$ cat src/rtl/riscv_pkg.sv
// Shared RISC-V front-end constants and types.
//   XLEN / ILEN       : address and instruction widths
//   RESET_PC_DEFAULT  : default first fetch address
//   fetch_pair_t      : {pc, instr} pair held in the instruction buffer
//   word_align()      : clears the two low address bits
package riscv_pkg;
  localparam int XLEN = 32;
  localparam int ILEN = 32;
  localparam logic [XLEN-1:0] RESET_PC_DEFAULT = 32'h0000_0000;

  typedef struct packed {
    logic [XLEN-1:0] pc;
    logic [ILEN-1:0] instr;
  } fetch_pair_t;

  function automatic logic [XLEN-1:0] word_align(input logic [XLEN-1:0] a);
    return {a[XLEN-1:2], 2'b00};
  endfunction
endpackage

$ cat src/rtl/if_prefetch_if.sv
// Fetch-unit bundle: redirect input, instruction-memory request/response
// channel and the decode-side valid/ready channel.
//   master : the prefetcher (drives imem_req/imem_addr and if_*)
//   slave  : the environment (memory, decode, branch unit)
interface if_prefetch_if;
  import riscv_pkg::*;

  logic            redirect_valid;
  logic [XLEN-1:0] redirect_pc;
  logic            imem_req;
  logic [XLEN-1:0] imem_addr;
  logic            imem_gnt;
  logic            imem_rvalid;
  logic [ILEN-1:0] imem_rdata;
  logic            if_valid;
  logic [XLEN-1:0] if_pc;
  logic [ILEN-1:0] if_instr;
  logic            if_ready;

  modport master (
    input  redirect_valid, redirect_pc, imem_gnt, imem_rvalid, imem_rdata, if_ready,
    output imem_req, imem_addr, if_valid, if_pc, if_instr
  );

  modport slave (
    output redirect_valid, redirect_pc, imem_gnt, imem_rvalid, imem_rdata, if_ready,
    input  imem_req, imem_addr, if_valid, if_pc, if_instr
  );
endinterface

$ cat src/rtl/sync_fifo.sv
// Synchronous FIFO, first-word-fall-through read port.
//   clk, reset(async low)
//   flush       : empties the FIFO, wins over push/pop
//   push, din   : write (ignored when full)
//   pop, dout   : read (ignored when empty); dout is the head entry
//   full, empty, count
module sync_fifo #(
  parameter int WIDTH = 64,
  parameter int DEPTH = 4
)(
  input  logic                     clk,
  input  logic                     reset,
  input  logic                     flush,
  input  logic                     push,
  input  logic [WIDTH-1:0]         din,
  input  logic                     pop,
  output logic [WIDTH-1:0]         dout,
  output logic                     full,
  output logic                     empty,
  output logic [$clog2(DEPTH):0]   count
);
  localparam int AW = $clog2(DEPTH);

  logic [WIDTH-1:0] mem [DEPTH];
  logic [AW-1:0]    wp, rp;
  logic [AW:0]      cnt;
  logic             wr, rd;

  assign full  = (cnt == (AW+1)'(DEPTH));
  assign empty = (cnt == '0);
  assign count = cnt;
  assign dout  = mem[rp];
  assign wr    = push & ~full;
  assign rd    = pop & ~empty;

  always_ff @(posedge clk or negedge reset) begin
    if (!reset) begin
      wp  <= '0;
      rp  <= '0;
      cnt <= '0;
    end else if (flush) begin
      wp  <= '0;
      rp  <= '0;
      cnt <= '0;
    end else begin
      if (wr) wp <= wp + AW'(1);
      if (rd) rp <= rp + AW'(1);
      cnt <= cnt + (AW+1)'(wr) - (AW+1)'(rd);
    end
  end

  // Storage needs no reset: nothing is read out until count says so.
  always_ff @(posedge clk)
    if (wr && !flush) mem[wp] <= din;
endmodule

$ cat src/rtl/if_prefetch.sv
// Instruction prefetcher.
//   clk, reset(async low)
//   bus.redirect_*        : flush and restart at a new PC
//   bus.imem_req/addr/gnt : request channel, in-order responses on rvalid/rdata
//   bus.if_valid/pc/instr : head of the instruction buffer, popped on if_ready
// Requests are credit-limited so every live response has a buffer slot.
// Responses to requests in flight at a redirect are counted in `discard`
// and dropped as they return.
module if_prefetch
  import riscv_pkg::*;
#(
  parameter int              DEPTH    = 4,
  parameter logic [XLEN-1:0] RESET_PC = RESET_PC_DEFAULT
)(
  input  logic          clk,
  input  logic          reset,
  if_prefetch_if.master bus
);
  localparam int AW = $clog2(DEPTH);
  localparam int CW = AW + 1;
  typedef logic [CW-1:0] cnt_t;

  logic [XLEN-1:0] fetch_pc, redir_pc;
  cnt_t            outst, discard, occ;
  logic [CW:0]     inflight;
  logic            issue, rsp_discard, rsp_live, push, pop;
  logic            fifo_full, fifo_empty;
  fetch_pair_t     din, head;

  // PC queue: one entry per live outstanding request, oldest at rd pointer.
  logic [XLEN-1:0] pcq [DEPTH];
  logic [AW-1:0]   pcq_wp, pcq_rp;

  assign redir_pc    = word_align(bus.redirect_pc);
  assign issue       = bus.imem_req & bus.imem_gnt;
  // Responses are in order, so discarded ones always come back first.
  assign rsp_discard = bus.imem_rvalid & (discard != '0);
  assign rsp_live    = bus.imem_rvalid & (discard == '0) & (outst != '0);
  assign push        = rsp_live & ~bus.redirect_valid;
  assign pop         = bus.if_valid & bus.if_ready & ~bus.redirect_valid;

  assign inflight      = (CW+1)'(occ) + (CW+1)'(outst) + (CW+1)'(discard);
  assign bus.imem_req  = reset & ~fifo_full & (inflight < (CW+1)'(DEPTH));
  // The redirect target goes straight out so a request can issue this cycle.
  assign bus.imem_addr = (reset && bus.redirect_valid) ? redir_pc : fetch_pc;

  always_ff @(posedge clk or negedge reset) begin
    if (!reset) begin
      fetch_pc <= RESET_PC;
      outst    <= '0;
      discard  <= '0;
      pcq_wp   <= '0;
      pcq_rp   <= '0;
    end else if (bus.redirect_valid) begin
      // Everything in flight, including a grant this cycle, becomes discard;
      // an rvalid this cycle retires one of them.
      fetch_pc <= redir_pc;
      outst    <= '0;
      discard  <= discard + outst + cnt_t'(issue) - cnt_t'(rsp_discard | rsp_live);
      pcq_wp   <= '0;
      pcq_rp   <= '0;
    end else begin
      if (issue) begin
        fetch_pc <= fetch_pc + XLEN'(4);
        pcq_wp   <= pcq_wp + AW'(1);
      end
      if (rsp_live) pcq_rp <= pcq_rp + AW'(1);
      outst   <= outst + cnt_t'(issue) - cnt_t'(rsp_live);
      discard <= discard - cnt_t'(rsp_discard);
    end
  end

  always_ff @(posedge clk)
    if (issue && !bus.redirect_valid) pcq[pcq_wp] <= fetch_pc;

  assign din.pc    = pcq[pcq_rp];
  assign din.instr = bus.imem_rdata;

  sync_fifo #(.WIDTH($bits(fetch_pair_t)), .DEPTH(DEPTH)) u_ibuf (
    .clk   (clk),
    .reset (reset),
    .flush (bus.redirect_valid),
    .push  (push),
    .din   (din),
    .pop   (pop),
    .dout  (head),
    .full  (fifo_full),
    .empty (fifo_empty),
    .count (occ)
  );

  // Zero the outputs when empty so reset and idle values are clean.
  assign bus.if_valid = ~fifo_empty;
  assign bus.if_pc    = fifo_empty ? '0 : head.pc;
  assign bus.if_instr = fifo_empty ? '0 : head.instr;
endmodule

$ cat src/flat_wrapper.sv
// flat-port wrapper written by rule: the top's interface ports become plain ports
module if_prefetch_flat import riscv_pkg::*;
#(
  parameter int              DEPTH    = 4,
  parameter logic [XLEN-1:0] RESET_PC = RESET_PC_DEFAULT
)
  (clk, reset, bus_redirect_valid, bus_redirect_pc, bus_imem_gnt, bus_imem_rvalid, bus_imem_rdata, bus_if_ready, bus_imem_req, bus_imem_addr, bus_if_valid, bus_if_pc, bus_if_instr);
  if_prefetch_if bus_i ();
  input  logic clk;
  input  logic reset;
  input wire logic [$bits(bus_i.redirect_valid)-1:0] bus_redirect_valid;
  input wire logic [$bits(bus_i.redirect_pc)-1:0] bus_redirect_pc;
  input wire logic [$bits(bus_i.imem_gnt)-1:0] bus_imem_gnt;
  input wire logic [$bits(bus_i.imem_rvalid)-1:0] bus_imem_rvalid;
  input wire logic [$bits(bus_i.imem_rdata)-1:0] bus_imem_rdata;
  input wire logic [$bits(bus_i.if_ready)-1:0] bus_if_ready;
  output wire logic [$bits(bus_i.imem_req)-1:0] bus_imem_req;
  output wire logic [$bits(bus_i.imem_addr)-1:0] bus_imem_addr;
  output wire logic [$bits(bus_i.if_valid)-1:0] bus_if_valid;
  output wire logic [$bits(bus_i.if_pc)-1:0] bus_if_pc;
  output wire logic [$bits(bus_i.if_instr)-1:0] bus_if_instr;
  assign bus_i.redirect_valid = bus_redirect_valid;
  assign bus_i.redirect_pc = bus_redirect_pc;
  assign bus_i.imem_gnt = bus_imem_gnt;
  assign bus_i.imem_rvalid = bus_imem_rvalid;
  assign bus_i.imem_rdata = bus_imem_rdata;
  assign bus_i.if_ready = bus_if_ready;
  assign bus_imem_req = bus_i.imem_req;
  assign bus_imem_addr = bus_i.imem_addr;
  assign bus_if_valid = bus_i.if_valid;
  assign bus_if_pc = bus_i.if_pc;
  assign bus_if_instr = bus_i.if_instr;
  if_prefetch #(.DEPTH(DEPTH), .RESET_PC(RESET_PC)) u_core (.clk(clk), .reset(reset), .bus(bus_i));
endmodule
$ cat config.mk
export PLATFORM = sky130hd
export DESIGN_NAME = if_prefetch_flat
export DESIGN_NICKNAME = d
export VERILOG_FILES = /design/src/rtl/riscv_pkg.sv /design/src/rtl/if_prefetch_if.sv /design/src/rtl/sync_fifo.sv /design/src/rtl/if_prefetch.sv /design/src/flat_wrapper.sv
export SDC_FILE = /design/constraint.sdc
export NUM_CORES = 1
export LEC_CHECK = 0
export BUFFER_PORTS_ARGS = -buffer_cell sky130_fd_sc_hd__buf_2
export CAP_MARGIN = 0
export CORE_ASPECT_RATIO = 0.6
export CORE_MARGIN = 3
export CORE_UTILIZATION = 60
export DETAILED_ROUTE_END_ITERATION = 8
export PLACE_DENSITY_LB_ADDON = 0.1
export RECOVER_POWER = 100
export SYNTH_ARGS = -nofsm -noshare
export SYNTH_HDL_FRONTEND = slang
export SYNTH_SLANG_ARGS = --single-unit
$ cat constraint.sdc
create_clock -name clk -period 9.7 [get_ports clk]
set_clock_uncertainty 0.05 [all_clocks]
set_input_delay 0.485 -clock clk [delete_from_list [all_inputs] [get_ports clk]]
set_output_delay 0.485 -clock clk [all_outputs]
set_load 0.005 [all_outputs]
==> reports/metrics.yaml <==
clock_network:
  numCtsBuffers: 36
  clock_sinks: 415
  cts_tree: "built"
  clk_pin_slew_worst_paths_ps: 70
  worstSkewPairLatency_ps: 530
  cts.hold.buffers_added: 0
  postCtsSetupBuffers: 0
  clock_tree.root_cell: "clkbuf_16"
  post_cts_resized: 0
  h-tree-depth: 2
  cts_buffer_depth: 3
synth:
  synth_most_common_cell: "edfxtp_1"
  postSynthAreaPerCell_sq_um: 18.2
  synth_edf_count: 368
  synthCells: 948
  synth_top_flop_cell: "edfxtp_1"
  async_reset_ff_share_pct: 11.3
  synthTopCellsByArea: "edfxtp_1 (64%), mux4_2 (12%), dfrtp_1 (6.8%)"
  yosys.area.top_type: "edfxtp_1"
  ys_seq_area_share_pct: 70.9
  yosysWarnings: 0
  synth_cell_types: 46
  ys_ff_latch: 415
  synth_common_cells: "edfxtp_1 (368), mux4_2 (92), and2_1 (70), dfrtp_1 (47), nand2_1 (32)"
  syn_area_sq_um: 17200
  yosysTopAreaCellShare_pct: 64.1
power:
  power_frac_comb_pct: 20.1
  totalPowerFinal_mw: 4.46
  powerDensity_nw_per_um2: 229
  leakage_nw: 6.50
  swShare_pct: 26.4
  p_sw_mw: 1.18
  pwr-share-clk_pct: 31.7
  p_int_mw: 3.28
  pwr-share-seq_pct: 48.2
  ir_drop_mv: 0.120
min_path:
  hold_path_depth: 3
  worstHoldPathType: "in2reg"
finish:
  area_delta_synth_final_pct: 12.8
  nFillCells: 1831
  nets: 1204
  seq_area_sq_um: 12200
  multi_input_area_sq_um: 4690
  drive_gt1_share_pct: 26.5
global_routing:
  grt_max_degree: 66
  grt_pass1_vias: 9082
  grt_pass1_wl_mm: 53.7
  antenna_found_initial: 0
  grt_usage_pct: 23.3
  overflow: 0
floorplanning:
  start_util_pct: 61.7
  pin_count: 168
  die_y_um: 137
  core_area_sq_um: 27900
  die_area_sq_um: 30900
  die_w_um: 225
  fp-row-count: 47
detailed_routing:
  wl_mm: 34.9
  drt_first_iter_violations: 831
  ant_nets: 0
  drc_errors: 0
  viasPerCell: 6.04
  post_drt_wl_per_cell_um: 23.2
  num_vias: 9083
  drtPass1Iterations: 6
placement:
  io_buffers: 161
  place_congestion: 0.800
  place_ws_ps: 5030
  dpl.hpwl_mm: 21.0
critical_path:
  cp_max_fo: 50
  crit_arrival_ps: 5890
  end_kind: "flop"
  critPathLaunchType: "primary input"
  reg2reg_depth: 9
  critPathKind: "in2reg"
  critical_path_required_ps: 9780
timing:
  hold_violations: 0
  fmax_mhz: 172
  worst_pin_slew_ps: 4250
  setup_slack_ps: 3890
  maxSlewViolCount: 419
  holdWs_ps: 126
  setup_violations: 0
  fin_crit_sh_pct: 59.9
  post-route-min-period_ps: 5810
  tns_ps: 0
  rsz0062_at_grt: "false"
  relSlewSlack_pct: -183
run:
  drv_cap: 8
run_status:
  status: "finished with violations"
  violations: "capacitance limit, slew limit"
-- worst max-delay path, cell delays in order --
cell	delay (ps)
buf_2	70
clkbuf_1	2030
and3_1	480
nand3_1	540
inv_1	600
and3_1	550
clkbuf_1	1080
-- power groups by stage --
stage,clock network [mW],logic (mW),registers (mW)
floorplan,0,0.620,2.13
global placement,0,0.915,2.18
detailed placement,0,0.925,2.18
CTS,1.44,0.932,2.15
global route,1.51,1.01,2.16
finish,1.41,0.897,2.15
-- layout by cell type, fill, tap and decap left out, types with 7 or more instances in the layout --
master     count
nor2b_1       11
buf_2        108
mux4_2        92
nand3_1       14
o211ai_1      12
o41ai_1        9
o31ai_1       13
inv_1         24
nand4_1        8
clkbuf_1      75
and2_0        39
dfrtp_1       44
clkbuf_16     37
nor2_1        30
fa_1           7
nand2_1       32
xnor2_1       10
edfxtp_1     368
or4_1         24
and3_1         9
a31oi_1       14
and2_1        28
mux2_2        27
ha_1          18
or2_2          9
-- stage by stage --
stage	cell area [sq um]	instances	util, %
3_5_place_dp	18400	1438	65.9
4_1_cts	19600	1503	70.0
6_report	19500	1504	69.6
5_1_grt	19400	1503	69.6
3_3_place_gp	18400	1438	65.9
2_1_floorplan	17300	951	-
-- final timing paths --
| check | start | to | slack [ps] |
|---|---|---|---|
| min | bus_redirect_pc[4] | u_core.fetch_pc[4]$_DFFE_PN0N_ | 130 |
| min in group asynchronous | reset | u_core.outst[0]$_DFF_PN0_ | 930 |
| max reg2reg | u_core.u_ibuf.count[1]$_DFF_PN0_ | u_core.pcq[0][10]$_DFFE_PP_ | 4310 |
| max | reset | u_core.pcq[0][10]$_DFFE_PP_ | 3890 |
| min reg2reg | u_core.discard[2]$_DFF_PN0_ | u_core.discard[2]$_DFF_PN0_ | 480 |
| max in group asynchronous | reset | u_core.u_ibuf.rp[0]$_DFFE_PN0P_ | 6620 |
-- sequential cells by signal, indices dropped and copies added (netlist names) --
name and flops:
u_core.outst 3, u_core.u_ibuf.rp 2, u_core.fetch_pc 30, u_core.u_ibuf.mem 248, u_core.discard 3, u_core.pcq 120, u_core.pcq_rp 2, u_core.pcq_wp 2
u_core.u_ibuf.count 3, u_core.u_ibuf.wp 2
-- logic make-up (layout without fill, tap and decap cells) --
kind of cell	after synthesis	in the layout	synth area share, %
simple gates	226	226	7.57
flops	415	415	70.9
xor+xnor	16	16	0.812
other cells	1	5	0.0217
compound gates	59	59	2.43
mux	125	125	14.1
fa+ha+maj	25	25	2.12
buf+inv	81	266	2.02
-- area by class of cell --
class,count,share of cell area (%)
antenna,1,0.0129
clock buffer,54,5.40
timing repair buffer,177,4.21
sequential,415,62.9
multi-input combinational,455,24.1
tap,367,2.36
clock inverter,11,0.566
inverter,24,0.463
-- per-layer routing --
metal | share of wire (%) | vias to the layer above | global-route usage, %
met5 | 0 | - | 0
met3 | 7.6 | 56 | 3.90
met1 | 44 | 4630 | 35.8
met2 | 46 | 319 | 35.4
met4 | 2.2 | 0 | 6.24
li1 | - | 4078 | -
Note: power is estimated with default switching activity, not from simulation.
